**src/rtl/e1_crc_engine.sv**
```systemverilog
// Parametrised block CRC engine: accumulates NB bits per beat over framed blocks,
// latches the result at block end and compares it with a reference. Optional error counter: E1_CRC_ERRCNT_EN.
module e1_crc_engine #(
  parameter int               WIDTH = 4,
  parameter logic [WIDTH-1:0] POLY  = 4'h3,
  parameter logic [WIDTH-1:0] INIT  = '0,
  parameter int               NB    = 1,
  parameter int               ERR_W = 8
) (
  input  logic             clk,
  input  logic             rst,
  input  logic [NB-1:0]    in_data,
  input  logic             in_first,
  input  logic             in_last,
  input  logic             in_valid,
  input  logic [WIDTH-1:0] ref_crc,
  output logic [WIDTH-1:0] out_crc,
  output logic             out_valid,
  output logic             out_match,
  output logic             out_abort,
  output logic [ERR_W-1:0] err_cnt,
  input  logic             err_clr,
  output logic             dbg_state
);

  // Input beats are qualified by in_valid alone; there is no backpressure.
  // out_valid and out_abort are single-cycle pulses with no ready.
  typedef enum logic {IDLE = 1'b0, RUN = 1'b1} fsm_t;

  fsm_t             fsm_q, fsm_d;
  logic [WIDTH-1:0] state_q, state_d;
  logic [WIDTH-1:0] out_crc_q, out_crc_d;
  logic             out_valid_q, out_valid_d;
  logic             out_match_q, out_match_d;
  logic             out_abort_q, out_abort_d;
  logic [WIDTH-1:0] crc_next;
  logic             fb;

  // Bit-serial update unrolled NB times; in_data[NB-1] is shifted in first.
  always_comb begin
    crc_next = in_first ? INIT : state_q;
    fb       = 1'b0;
    for (int i = NB - 1; i >= 0; i--) begin
      fb       = crc_next[WIDTH-1] ^ in_data[i];
      crc_next = {crc_next[WIDTH-2:0], 1'b0} ^ (fb ? POLY : '0);
    end
  end

  always_comb begin
    fsm_d       = fsm_q;
    state_d     = state_q;
    out_crc_d   = out_crc_q;
    out_match_d = out_match_q;
    out_valid_d = 1'b0;
    out_abort_d = 1'b0;
    if (in_valid) begin
      if (in_first || fsm_q == RUN) begin
        state_d = crc_next;
        // A new first beat while a block is open throws the old block away.
        if (in_first && fsm_q == RUN) out_abort_d = 1'b1;
        if (in_last) begin
          fsm_d       = IDLE;
          out_crc_d   = crc_next;
          out_match_d = (crc_next == ref_crc);
          out_valid_d = 1'b1;
        end else begin
          fsm_d = RUN;
        end
      end
    end
  end

  always_ff @(posedge clk) begin
    if (rst) begin
      fsm_q       <= IDLE;
      state_q     <= INIT;
      out_crc_q   <= '0;
      out_valid_q <= 1'b0;
      out_match_q <= 1'b0;
      out_abort_q <= 1'b0;
    end else begin
      fsm_q       <= fsm_d;
      state_q     <= state_d;
      out_crc_q   <= out_crc_d;
      out_valid_q <= out_valid_d;
      out_match_q <= out_match_d;
      out_abort_q <= out_abort_d;
    end
  end

  assign out_crc   = out_crc_q;
  assign out_valid = out_valid_q;
  assign out_match = out_match_q;
  assign out_abort = out_abort_q;
  assign dbg_state = fsm_q;

`ifdef E1_CRC_ERRCNT_EN
  logic [ERR_W-1:0] err_cnt_q, err_cnt_d;

  // Clear wins over a same-cycle increment; the count sticks at all-ones.
  always_comb begin
    err_cnt_d = err_cnt_q;
    if (err_clr) begin
      err_cnt_d = '0;
    end else if (out_valid_d && !out_match_d && err_cnt_q != '1) begin
      err_cnt_d = err_cnt_q + ERR_W'(1);
    end
  end

  always_ff @(posedge clk) begin
    if (rst) err_cnt_q <= '0;
    else     err_cnt_q <= err_cnt_d;
  end

  assign err_cnt = err_cnt_q;
`else
  logic unused_err_clr;
  assign unused_err_clr = err_clr;
  assign err_cnt        = '0;
`endif

endmodule

```
**config.mk**
```make
export PLATFORM = sky130hd
export DESIGN_NAME = e1_crc_engine
export DESIGN_NICKNAME = d
export VERILOG_FILES = /design/src/rtl/e1_crc_engine.sv
export SDC_FILE = /design/constraint.sdc
export NUM_CORES = 1
export LEC_CHECK = 0
export ABC_AREA = 1
export ABC_CLOCK_PERIOD_IN_PS = 2170
export CAP_MARGIN = 0
export CORE_AREA = 2 2 42 44
export CTS_CLUSTER_SIZE = 40
export DETAILED_ROUTE_END_ITERATION = 10
export DIE_AREA = 0 0 44 46
export PLACE_DENSITY = 0.8
export SYNTH_ARGS = -nofsm -noshare
export SYNTH_HDL_FRONTEND = slang
export SYNTH_SLANG_ARGS = --single-unit
```
**constraint.sdc**
```tcl
create_clock -name clk -period 2.17 [get_ports clk]
set_clock_uncertainty 0.05 [all_clocks]
set_input_delay 0.434 -clock clk [delete_from_list [all_inputs] [get_ports clk]]
set_output_delay 0.434 -clock clk [all_outputs]
set_load 0.01 [all_outputs]
```
-- Word-level counts from Yosys, hierarchy flattened
Index checks and enable logic that the tools add are counted.
- input bits: 11
- word-level logic and storage cells: 21
- output and inout bits: 16
- bits in registers: 12
- reductions and logical operators: 5
- eq/ne operators: 1
- mux-type cells: 5
- bitwise operators: 4
- operators with widths (kind ; number):
    $eq 4x4->1 ; 1
    $mux 4 ; 1
    $xor 4x2->4 ; 1
    $mux 1 ; 3
    $reduce_and 3->1 ; 1
    $reduce_or 3->1 ; 1
    $mux 2 ; 1
    $not 1->1 ; 2
    $reduce_and 2->1 ; 1
    $logic_and 1x1->1 ; 1
    $logic_or 1x1->1 ; 1
    $xor 1x1->1 ; 1

-- Logic depth before layout (Yosys ltp)
- depth after elaboration: 5
- mapped depth: 9
- mapped depth without buffers: 9

-- Least setup slack after synthesis
Ideal clock, no wire load.
- path kind: input -> register
- start: input port in_first
- end: register out_match_q (netlist: out_match)
- arrival: 0.961 ns
- buffers on the path: 0
- stages: 8
- library setup time: 0.113 ns
- slack: 1.045 ns
- data required time: 2.007 ns
- path through: inv_4 -> nand3_2 -> nand2_4 -> nand2_2 -> nand2_2 -> nand2_1 -> nand3_1 -> nand2_1
- word-level cells in the longest chain between the ends: 5
- elaborated cells on any way between the ends: 7
- those cells by class: 1 x eq/ne; 2 x mux; 2 x bitwise; 2 x reduce/logical
- ends and longest elaborated chain (what ; line ; RTL):
    from (decl) ; 13 ; input logic in_first,
    $mux 4 ; 41 ; crc_next = in_first ? INIT : state_q;
    $xor 1x1->1 ; 44 ; fb = crc_next[WIDTH-1] ^ in_data[i];
    $mux 2 ; 45 ; crc_next = {crc_next[WIDTH-2:0], 1'b0} ^ (fb ? POLY : '0);
    $xor 4x2->4 ; 45 ;
    $eq 4x4->1 ; 64 ; out_match_d = (crc_next == ref_crc);
    to (signal assigned) ; 86 ; out_match_q <= out_match_d;
    to (decl) ; 34 ; logic out_match_q, out_match_d;
Several ways; a longest one is shown, not always the timed one.
A chain may end at the register's enable or synchronous reset.

-- Worst setup path after layout
- start: register fsm_q (netlist: dbg_state)
- end: output port dbg_state
- RTL lines (what ; line ; RTL):
    from (decl) ; 30 ; fsm_t fsm_q, fsm_d;
    from (signal assigned) ; 82 ; fsm_q <= fsm_d;
    to (decl) ; 23 ; output logic dbg_state
No word-level cell between the ends.

==> results by group <==
Run status
  • Run status: complete, no violations

Flow run
  • Max_cap viols: 0

Critical path
  • Data arrival time of the critical path: 1.17 ns
  • Delay of the slowest cell on the worst path: 0.54 ns
  • CP Capture Type: output port
  • Reg-to-Reg End: out_match
  • Required time worst endpoint: approximately 1.7 ns
  • CP cell instances: clkdlybuf4s50_1
  • Maximum fanout count along the critical path: 3
  • Slowest cell on the critical path: sky130_fd_sc_hd__clkdlybuf4s50_1
  • Crit path kind: reg2out
  • CP Buf/Inv Count: 1
  • Reg-to-reg setup timing slack: 0.94 ns
  • Sort of element at the start of the critical path: register
  • Crit-path leading delay family: buffers and inverters
  • Startpoint of the most critical register-to-register path: dbg_state
  • Number of cell instances on the worst register-to-register path: 8

Cells and area
  • Number of inserted filler cells in the final layout: 161
  • Post-synthesis to final-layout area growth: 28.40%
  • Final std cell area, no fill: ~830 um2
  • Ratio of cells with drive above 1 in the final layout: 18.27%
  • Final standard cell count with taps included and fillers excluded: 121
  • Number of diodes: 0
  • Layout net count: 116

Logic synthesis
  • Number of instances in the synthesized netlist: 85
  • Cells taking the most area after synthesis: sky130_fd_sc_hd__dfxtp_1 37%, sky130_fd_sc_hd__nand2_1 12%, sky130_fd_sc_hd__buf_4 9.3%
  • Synth top area share: between 30 and 40%
  • Largest area contributor in the netlist: sky130_fd_sc_hd__dfxtp_1
  • Number of register bits inferred by synthesis: 12
  • Post-synthesis cell type count: 21
  • Portion of the post-synthesis area used by sequential elements: 37.35%
  • Synthesis Warnings: 0
  • Post-synthesis average cell area: 7.566 um2
  • Syn Std Cell Area: between 600 and 700 um2

Global route
  • Global route total overflow: 0
  • Global-route wire length before repair: 1.904 mm
  • Vias in the first global route: 476
  • Total routing resource utilization after global routing: 13.07%
  • Largest net degree at the start of global routing: 12
  • Initial antenna violation count: 0

Clock network
  • CTS Buf Count: 3
  • Clock Tree Root: sky130_fd_sc_hd__clkbuf_4
  • Clk Latency, worst-skew pair: 0.27 ns
  • Count of buffers added by post-CTS timing repair for setup: 0
  • Maximum level of the CTS H-tree: 1
  • Number of gates given a new drive strength after cts: 0
  • Hold bufs inserted after CTS: 0
  • Clock transition time at the flip-flop clock pins of the worst setup and hold paths: 0.08 ns
  • Total clock sinks: 12
  • Maximum count of clock buffers along a single path: 2
  • Clock tree from TritonCTS: done

Routing
  • Number of detailed-route iterations in the first pass: 4
  • Drt total wl: 1.120 mm
  • Residual DRC count: 0
  • Routed length per placed instance: 9.256 um
  • Post-DR vias/cell: between 4 and 5
  • Remaining antenna violation count: 0
  • Vias after detailed routing: 544
  • Number of design-rule violations left by the first detailed-router iteration: 5

Place
  • Placed Area: between 700 and 800 um2
  • Detailed Place HPWL: 886.9 um
  • Routability Congestion: 0.7207
  • Number of instances in the placed design: roughly 120
  • Total of buffers placed on input and output ports: 17

STA
  • Minimum clock period: 1.652 ns
  • Final Slew Violations: 0
  • Unrepaired setup endpoints after global routing: no
  • Highest Clock Rate: a little over 600 MHz
  • Final Hold Viols: 0
  • Period utilization: roughly 76%
  • Final-report setup violation count: 0
  • Total negative setup slack: 0 ns

Power
  • Internal power: 377.5 uW
  • Worst vdd ir: 0.0002216 V
  • Relative contribution of combinational cells to total power: roughly a fifth
  • P_sw: 139.6 uW
  • Clk network pwr share: 34.6%
  • Leakage power: 0.3835 nW
  • Share of total power consumed by net switching: 27.00%
  • PwrDens: around 630 nW/um2
  • Sequential power share: between 40 and 50%

Floorplan
  • Die Outline Area: 2024 um2
  • Die W: around 44 um
  • Core box area: 1614 um2
  • Initial standard-cell utilization of the core: approximately two fifths
  • Floorplan die height: 46 um
  • Total number of placement rows: 15
  • Top-level port count: 27

Hold path
  • Hold wc startpoint: out_crc[3]
  • Worst Hold Path EP: out_crc[3]
  • Hold Crit Depth: 2
  • Worst min-delay path category: reg2reg
## cells in the mapped netlist
| master | count |
|---|---|
| sky130_fd_sc_hd__o211ai_2 | 1 |
| sky130_fd_sc_hd__o21ai_1 | 4 |
| sky130_fd_sc_hd__nor3_1 | 1 |
| sky130_fd_sc_hd__buf_4 | 8 |
| sky130_fd_sc_hd__nand2_2 | 6 |
| sky130_fd_sc_hd__inv_2 | 1 |
| sky130_fd_sc_hd__inv_4 | 1 |
| sky130_fd_sc_hd__dfxtp_1 | 12 |
| sky130_fd_sc_hd__buf_6 | 1 |
| sky130_fd_sc_hd__nor2_1 | 5 |
| sky130_fd_sc_hd__conb_1 | 1 |
| sky130_fd_sc_hd__nand3b_1 | 1 |
| sky130_fd_sc_hd__nand3_4 | 1 |
| sky130_fd_sc_hd__a21oi_1 | 3 |
| sky130_fd_sc_hd__nand2_1 | 20 |
| sky130_fd_sc_hd__nand3_1 | 3 |
| sky130_fd_sc_hd__o21ai_0 | 3 |
| sky130_fd_sc_hd__nand2_4 | 2 |
| sky130_fd_sc_hd__nand3_2 | 2 |
| sky130_fd_sc_hd__nor2_2 | 1 |
| sky130_fd_sc_hd__inv_1 | 8 |
## cell families after synthesis
family	count (synthesis)	synth area share [%]
simple gates	42	35.02
other cells	1	0.5831
compound gates	11	9.726
buf+inv	19	17.32
flops	12	37.35
## how the worst max path moves through the flow
| stage | start | to | slack [ns] | depth (start not counted) |
|---|---|---|---|---|
| 2_1_floorplan | in_first | out_match | 1.05 | 8 |
| 3_3_place_gp | in_first | out_match | 0.38 | 9 |
| 3_5_place_dp | in_first | out_match | 0.35 | 9 |
| 4_1_cts | dbg_state | dbg_state | 0.50 | 1 |
| 5_1_grt | dbg_state | dbg_state | 0.48 | 1 |
| 6_report | dbg_state | dbg_state | 0.52 | 1 |
## through the flow
stage	worst slack, ns	hold WS [ns]	power [mW]	util (%)
after floorplan	1.045	0.4239	0.3174	-
after global placement	0.3792	0.3900	0.3397	48.91
after detailed placement	0.3459	0.3948	0.3427	48.91
after CTS	0.5046	0.4095	0.5225	51.16
after global routing	0.4824	0.4234	0.5413	51.16
final	0.5181	0.4058	0.5171	51.16
## layout make-up
class / instances / area (um2) / area share, %
sequential: 12 / 240.2 / 29.09
clock buffer: 4 / 36.28 / 4.394
timing repair buffer: 17 / 170.2 / 20.61
inverter: 10 / 40.04 / 4.848
tap: 17 / 21.27 / 2.576
multi-input combinational: 61 / 317.8 / 38.48
## registers in the layout (all words and copies together) (netlist names)
signal / count
out_valid: 1
state_q: 4
dbg_state: 1
out_crc: 4
out_abort: 1
out_match: 1
## tightest hold or removal path, delay by kind of cell, from the launching register on
| family | cells | cell delay, ns |
|---|---|---|
| flops | 1 | 0.31 |
| simple gates | 1 | 0.05 |
| compound gates | 1 | 0.05 |
## power groups by stage
| stage | clock (mW) | sequential, mW | combinational (mW) |
|---|---|---|---|
| global placement | 0 | 0.244 | 0.0953 |
| global route | 0.191 | 0.241 | 0.110 |
| floorplan | 0 | 0.247 | 0.0707 |
| detailed placement | 0 | 0.245 | 0.0977 |
| CTS | 0.184 | 0.240 | 0.0983 |
| finish | 0.179 | 0.240 | 0.0983 |
## cell usage in the layout (no fill, tap or decap)
cell type                         Yosys  final
sky130_fd_sc_hd__a21oi_1              3      3
sky130_fd_sc_hd__clkbuf_4             0      3
sky130_fd_sc_hd__clkbuf_8             0      1
sky130_fd_sc_hd__clkdlybuf4s50_1      0     17
sky130_fd_sc_hd__conb_1               1      8
sky130_fd_sc_hd__dfxtp_1             12     12
sky130_fd_sc_hd__inv_1                8      8
sky130_fd_sc_hd__inv_2                1      1
sky130_fd_sc_hd__inv_4                1      1
sky130_fd_sc_hd__nand2_1             20     20
sky130_fd_sc_hd__nand2_2              6      6
sky130_fd_sc_hd__nand2_4              2      2
sky130_fd_sc_hd__nand3_1              3      3
sky130_fd_sc_hd__nand3_2              2      2
sky130_fd_sc_hd__nand3_4              1      1
sky130_fd_sc_hd__nand3b_1             1      1
sky130_fd_sc_hd__nor2_1               5      5
sky130_fd_sc_hd__nor2_2               1      1
sky130_fd_sc_hd__nor3_1               1      1
sky130_fd_sc_hd__o211ai_2             1      1
sky130_fd_sc_hd__o21ai_0              3      3
sky130_fd_sc_hd__o21ai_1              4      4
## metal layers
metal	GRT usage [%]	vias up	share of wire, %
met5	0	-	0
met4	9.091	0	2.9
met3	2.381	5	4.6
met2	22.94	15	52
met1	14.15	236	41
li1	-	288	-
Power figures use the tool's default switching activity.
